--- src/rtl/alu_rotate_seq_if.sv ---
// +-----------------------------------------------------------------------+
// | alu_rotate_seq_if                                                     |
// | Request/result bundle for the sequential rotate/shift unit.           |
// | Revision: 1.0                                                         |
// +-----------------------------------------------------------------------+
`default_nettype none

interface alu_rotate_seq_if #(
  parameter int WIDTH = 8
);
  localparam int AMT_W = $clog2(WIDTH);

  logic             start;
  logic [1:0]       op;
  logic [WIDTH-1:0] a;
  logic [AMT_W-1:0] amt;
  logic [WIDTH-1:0] r;
  logic             carry;
  logic             busy;
  logic             done;

  modport master (
    output start, op, a, amt,
    input  r, carry, busy, done
  );

  modport slave (
    input  start, op, a, amt,
    output r, carry, busy, done
  );
endinterface

`default_nettype wire

--- src/rtl/alu_rotate_seq.sv ---
// +-----------------------------------------------------------------------+
// | alu_rotate_seq                                                        |
// | Bit-serial ROL/ROR/SHL/SHR unit, one bit per clock, start/done.       |
// | Optional build macro: ALU_ROT_CARRY_EN (carry-out flop).              |
// | Revision: 1.0                                                         |
// +-----------------------------------------------------------------------+
`default_nettype none

module alu_rotate_seq #(
  parameter int WIDTH = 8,
  parameter int AMT_W = $clog2(WIDTH)
) (
  input  logic             clk,
  input  logic             rst_n,
  alu_rotate_seq_if.slave  bus
);

  localparam logic [1:0] c_ROL = 2'b00;
  localparam logic [1:0] c_ROR = 2'b01;
  localparam logic [1:0] c_SHL = 2'b10;

  typedef enum logic [1:0] {
    S_IDLE  = 2'd0,
    S_SHIFT = 2'd1,
    S_DONE  = 2'd2
  } state_t;

  state_t           r_state, w_state_nxt;
  logic [WIDTH-1:0] r_work,  w_work_nxt;
  logic [AMT_W-1:0] r_cnt,   w_cnt_nxt;
  logic [1:0]       r_op,    w_op_nxt;
  logic [1:0]       w_step_op;
  logic [WIDTH-1:0] w_step_in;

  function automatic logic [WIDTH-1:0] step_val(input logic [1:0] o, input logic [WIDTH-1:0] v);
    case (o)
      c_ROL:   step_val = {v[WIDTH-2:0], v[WIDTH-1]};
      c_ROR:   step_val = {v[0], v[WIDTH-1:1]};
      c_SHL:   step_val = {v[WIDTH-2:0], 1'b0};
      default: step_val = {1'b0, v[WIDTH-1:1]};
    endcase
  endfunction

`ifdef ALU_ROT_CARRY_EN
  logic r_carry, w_carry_nxt;
  // Left-going modes lose the MSB, right-going modes lose the LSB.
  wire  w_step_bit = w_step_op[0] ? w_step_in[0] : w_step_in[WIDTH-1];
`endif

  // The accepting edge already performs the first step so that an
  // amount of n finishes in max(n,1) cycles; cnt holds steps still to go.
  always_comb begin
    w_state_nxt = r_state;
    w_work_nxt  = r_work;
    w_cnt_nxt   = r_cnt;
    w_op_nxt    = r_op;
    w_step_op   = r_op;
    w_step_in   = r_work;
`ifdef ALU_ROT_CARRY_EN
    w_carry_nxt = r_carry;
`endif
    if (r_state == S_IDLE) begin
      w_step_op = bus.op;
      w_step_in = bus.a;
    end
    case (r_state)
      S_IDLE: begin
        if (bus.start) begin
          w_op_nxt = bus.op;
          if (bus.amt == '0) begin
            w_work_nxt  = bus.a;
            w_cnt_nxt   = '0;
            w_state_nxt = S_DONE;
`ifdef ALU_ROT_CARRY_EN
            w_carry_nxt = 1'b0;
`endif
          end else begin
            w_work_nxt  = step_val(w_step_op, w_step_in);
            w_cnt_nxt   = bus.amt - AMT_W'(1);
            w_state_nxt = (bus.amt == AMT_W'(1)) ? S_DONE : S_SHIFT;
`ifdef ALU_ROT_CARRY_EN
            w_carry_nxt = w_step_bit;
`endif
          end
        end
      end
      S_SHIFT: begin
        w_work_nxt = step_val(w_step_op, w_step_in);
        w_cnt_nxt  = r_cnt - AMT_W'(1);
`ifdef ALU_ROT_CARRY_EN
        w_carry_nxt = w_step_bit;
`endif
        if (r_cnt == AMT_W'(1)) begin
          w_state_nxt = S_DONE;
        end
      end
      S_DONE:  w_state_nxt = S_IDLE;
      default: w_state_nxt = S_IDLE;
    endcase
  end

  always_ff @(posedge clk or negedge rst_n) begin
    if (!rst_n) begin
      r_state <= S_IDLE;
      r_work  <= '0;
      r_cnt   <= '0;
      r_op    <= '0;
    end else begin
      r_state <= w_state_nxt;
      r_work  <= w_work_nxt;
      r_cnt   <= w_cnt_nxt;
      r_op    <= w_op_nxt;
    end
  end

`ifdef ALU_ROT_CARRY_EN
  always_ff @(posedge clk or negedge rst_n) begin
    if (!rst_n) begin
      r_carry <= 1'b0;
    end else begin
      r_carry <= w_carry_nxt;
    end
  end
  assign bus.carry = r_carry;
`else
  assign bus.carry = 1'b0;
`endif

  assign bus.r    = r_work;
  assign bus.busy = (r_state != S_IDLE);
  assign bus.done = (r_state == S_DONE);

endmodule

`default_nettype wire
--- src/flat_wrapper.sv ---
// flat-port wrapper written by rule: the top's interface ports become plain ports
module alu_rotate_seq_flat 
#(
  parameter int WIDTH = 8,
  parameter int AMT_W = $clog2(WIDTH)
)
  (clk, rst_n, bus_start, bus_op, bus_a, bus_amt, bus_r, bus_carry, bus_busy, bus_done);
  alu_rotate_seq_if #(.WIDTH(WIDTH)) bus_i ();
  input  logic clk;
  input  logic rst_n;
  input wire logic [$bits(bus_i.start)-1:0] bus_start;
  input wire logic [$bits(bus_i.op)-1:0] bus_op;
  input wire logic [$bits(bus_i.a)-1:0] bus_a;
  input wire logic [$bits(bus_i.amt)-1:0] bus_amt;
  output wire logic [$bits(bus_i.r)-1:0] bus_r;
  output wire logic [$bits(bus_i.carry)-1:0] bus_carry;
  output wire logic [$bits(bus_i.busy)-1:0] bus_busy;
  output wire logic [$bits(bus_i.done)-1:0] bus_done;
  assign bus_i.start = bus_start;
  assign bus_i.op = bus_op;
  assign bus_i.a = bus_a;
  assign bus_i.amt = bus_amt;
  assign bus_r = bus_i.r;
  assign bus_carry = bus_i.carry;
  assign bus_busy = bus_i.busy;
  assign bus_done = bus_i.done;
  alu_rotate_seq #(.WIDTH(WIDTH), .AMT_W(AMT_W)) u_core (.clk(clk), .rst_n(rst_n), .bus(bus_i));
endmodule
--- config.mk ---
export PLATFORM = sky130hd
export DESIGN_NAME = alu_rotate_seq_flat
export DESIGN_NICKNAME = d
export VERILOG_FILES = /design/src/rtl/alu_rotate_seq_if.sv /design/src/rtl/alu_rotate_seq.sv /design/src/flat_wrapper.sv
export SDC_FILE = /design/constraint.sdc
export NUM_CORES = 1
export LEC_CHECK = 0
export CAP_MARGIN = 20
export CORE_ASPECT_RATIO = 1.1
export CORE_MARGIN = 2
export CORE_UTILIZATION = 48
export DETAILED_ROUTE_END_ITERATION = 10
export GPL_TIMING_DRIVEN = 1
export PLACE_DENSITY = 0.78
export SLEW_MARGIN = 10
export SYNTH_ARGS = -nofsm -noshare
export SYNTH_HDL_FRONTEND = slang
export SYNTH_SLANG_ARGS = --single-unit
--- constraint.sdc ---
create_clock -name clk -period 1.7 [get_ports clk]
set_input_delay 0.51 -clock clk [delete_from_list [all_inputs] [get_ports clk]]
set_output_delay 0.51 -clock clk [all_outputs]
set_load 0.1 [all_outputs]
### After elaboration in Yosys (flattened, before gate mapping)

Cells that the tools add are included.

* register bits after elaboration: 15
* bits of input ports: 16
* output and inout port bits: 11
* logic and storage cells: 36

* $add $sub $neg: 2
* eq/ne operators: 8
* muxes and demuxes: 14
* reduce and logical (&&, ||, !) cells: 8

Operators by type and width (number)
* two-way mux 8 bit: 3
* one-hot mux 8 bit (3 select lines): 1
* one-hot mux 8 bit (2 select lines): 1
* two-way mux 2 bit: 5
* equality test 3 x 1 -> 1 bit, second input constant: 2
* two-way mux 3 bit: 2
* one-hot mux 3 bit (2 select lines): 1
* AND reduction 2 bit: 3
* subtractor 3 x 1 -> 3 bit, second input constant: 2
* equality test 2 x 1 -> 1 bit, second input constant: 2
* equality test 2 bit, second input constant: 2
* logical NOT 2 bit: 2
* one-hot mux 2 bit (2 select lines): 1
* nonzero test 2 bit: 2
* logical NOT 3 bit: 1
* != test 2 x 1 -> 1 bit, second input constant: 1
* != test 2 bit, second input constant: 1

### Logic depth before layout (Yosys ltp)

* depth after elaboration: 7
* depth in mapped cells: 6

### Worst setup path before layout

Ideal clock, no wire load.

* kind: reg2out
* start point: register u_core.r_state[0]
* end point: output bus_done
* data arrival time: 1.881 ns
* required time: 1.190 ns
* path slack: -0.691 ns
* cell stages (with the launch flop): 3
* buffers on the path: 1
* path through: dfrtp_1 buf_2 nor2_1

* cells in the longest elaborated chain, start to end: 1

Ends and longest elaborated chain
* from (decl): line alu_rotate_seq.sv:28 `state_t r_state, w_state_nxt;`
* from (signal assigned): line alu_rotate_seq.sv:109 `r_state <= w_state_nxt;`
* equality test 2 bit: line alu_rotate_seq.sv:131 `assign bus.done = (r_state == S_DONE);`
* to (decl): line flat_wrapper.sv:18 `output wire logic [$bits(bus_i.done)-1:0] bus_done;`

Every way passes these cells.

### Worst setup path in the final report

* start point: register u_core.r_state[1]
* end point: output bus_busy

* cells in the longest elaborated chain, start to end: 1

Ends and longest elaborated chain
* nonzero test 2 bit: line alu_rotate_seq.sv:130 `assign bus.busy = (r_state != S_IDLE);`
* to (decl): line flat_wrapper.sv:17 `output wire logic [$bits(bus_i.busy)-1:0] bus_busy;`

Every way passes these cells.

==> metrics <==
number of H-tree levels=1; type of the worst min-delay path=in -> async; Core Region=2063 sq um; initial cell density of the core=0.5215; global-route wire length before repair=4947 um; number of enable-type register cells in the synthesized netlist=0; pins over their slew limit=0; fraction of registers with async set/reset=1.000; DRT Wirelength=2874 um; total count of hold-check failures in the final report=0; row cnt=17; most frequent cell after synthesis=dfrtp_1; max-cap violations=0; Vias/cell=6.039; utilization of the core after routing=0.7853; timing-limited maximum frequency=0.5882 GHz; total via count in the routed design=1093; DRC marker count from the first detailed-route iteration=39; placed cell area=1546 sq um; routability cong.=0.8432; multiplexer fraction of the synthesized cell area=0.08605; hold buffer count at CTS=0; Clock Sink Count=15; crit share post-route=1.000; quantity of I/O buffers inserted on ports=25; critical path start-end classification=reg -> out; share of synthesized cell area in full adder, half adder and majority cells=0.02326; fin nets=172; mean area per synthesized cell=9.439 sq um; dominant cell type by area after synthesis=dfrtp_1; drt first pass iters=4; vertical extent of the die=53.66 um; power per unit of standard cell area=2284 nW/um^2; CTS max path bufs=2; area fraction in compound gates after synthesis=0.2953; pin count of the biggest net entering global routing=18; Leak=0.6850 nW; Clk pin slew, worst setup/hold paths=100 ps; number of top-level design ports=27; portion of synthesized cell area occupied by the leading cell type=0.3488; FF-to-FF setup slack=120 ps; Cell Area, Synth=1076 sq um; unrepaired setup endpoints after global routing=true; die area=2637 sq um; Yosys warnings=0; final period demand of the worst path=1700 ps; number of unique standard cell types used by synthesis=36; post-synthesis simple-gate area fraction=0.1756; parity-gate share of the synthesized area counting xor and xnor cells=0; ys flop type=dfrtp_1; number of cells after detailed placement=173; Layout area overhead=50.58%; main combinational cell family by area after synthesis=compound AO/OA/AOI/OAI gates; result of the run=complete, but fails checks; initial antenna violation count=0; hpwl dp=2110 um; Worst Path Required=1190 ps; antenna viol nets, final=0; total congestion overflow=0; clock insertion delay at the later pin of the skew report=290 ps; count of unresolved DRC violations after routing=0; Final Non-Filler Cells=181; buffer cell driving the clock tree root=clkbuf_4; sequential element share of the synthesized area=0.3488; critical path endpoint category=primary output; maximum clock skew at final layout=7.741 ps; diodes inserted=0; Worst Path Arrival=1190 ps; Worst Path Max Fanout=4; area of all placed cells without fillers=1620 sq um; slack of the critical path=-0.1956 ps; Avg WL per Cell=15.88 um; total global routing track utilization=0.2474; worst voltage drop across the vdd grid=2110 uV; commonest cells in the synthesized netlist=dfrtp_1 (15), a211oi_1 (14), nor2_1 (9), mux2i_1 (7), o21ai_0 (7); via count of the first global-routing pass=1056; CTS tree=done; largest cells by area after synthesis=dfrtp_1 (35%), a211oi_1 (9.8%), mux2i_1 (6.5%), a221o_1 (5.6%), nor2b_1 (3.5%); Synthesized Nets=132; startpoint kind of the worst setup timing path=flop; total setup violations reported at the end of the flow=1; fraction of final layout cells sized beyond drive strength 1=0.2876; cell count after synthesis=114; die width=49.15 um; synthesized flop and latch total=15; failing checks=setup timing; total CTS buffers=3
-- where the power goes --
part	internal (mW)	switching (mW)
Combinational	1.12	1.53
Sequential	0.547	0.287
Clock	0.0913	0.122
-- metrics by stage --
step | power, mW | setup WS (ps) | hold WS [ps] | setup TNS [ps]
2_1_floorplan | 2.497 | -40.18 | 214.4 | -40.18
3_3_place_gp | 3.338 | -253.0 | 522.7 | -2203
3_5_place_dp | 3.392 | -266.2 | 528.5 | -2584
4_1_cts | 3.679 | -15.86 | 535.4 | -28.22
5_1_grt | 3.920 | -43.24 | 546.5 | -70.19
6_report | 3.701 | -0.1956 | 529.1 | -0.1956
-- metal layers --
metal / vias to the layer above / track usage / wire, um
li1: 506 / - / -
met1: 522 / 0.3113 / 1212
met2: 57 / 0.4167 / 1433
met3: 8 / 0.05000 / 190
met4: 0 / 0.1095 / 37
met5: - / 0 / 0
-- layout by cell type (no fill, tap or decap), types with 6 or more instances in the layout --
| master | n |
|---|---|
| dfrtp_1 | 12 |
| clkdlybuf4s50_1 | 14 |
| a211oi_1 | 14 |
| o21ai_0 | 6 |
| nor2b_1 | 6 |
| mux2i_1 | 7 |
| a221o_1 | 6 |
| buf_4 | 16 |
| nor2_1 | 8 |
| buf_12 | 11 |
-- critical path: stages (launching register included) --
cell and delay [ps]:
dfrtp_2 450, nor2_4 170, clkinvlp_4 120, buf_12 170
-- cell type report --
type,instances,area (sq um)
sequential,15,379.1
timing repair buffer,43,504.2
multi-input combinational,85,649.4
clock buffer,4,26.28
inverter,6,26.28
fill,136,442.9
tap,28,35.03
-- state kept, by name (all words and copies together), names as in the netlist --
register        count
u_core.r_state      2
u_core.r_op         2
u_core.r_cnt        3
u_core.bus.r        8
-- cells by family after synthesis --
logic type               after synthesis
AO/OA/AOI/OAI                         41
AND/OR/NAND/NOR                       32
flip-flops                            15
buffers and inverters                 14
multiplexers                           9
adder cells (fa/ha/maj)                2
other                                  1
-- worst paths after layout --
check | to | from | cells past startpoint
max in group asynchronous | u_core.r_state[1] | rst_n | 2
worst min-delay path | u_core.bus.r[3] | rst_n | 2
min in group clk | u_core.r_op[1] | u_core.r_op[1] | 1
worst min register to register | u_core.r_op[1] | u_core.r_op[1] | 1
worst max register to register | u_core.bus.r[6] | u_core.r_state[0] | 5
worst max-delay path | bus_busy | u_core.r_state[1] | 3
-- what timing repair did --
action,CTS,global route
pin swaps,1,2
setup buffers,4,0
gates resized for setup,2,4
endpoints found under the setup margin,2,6
(Power assumes the default switching activity.)
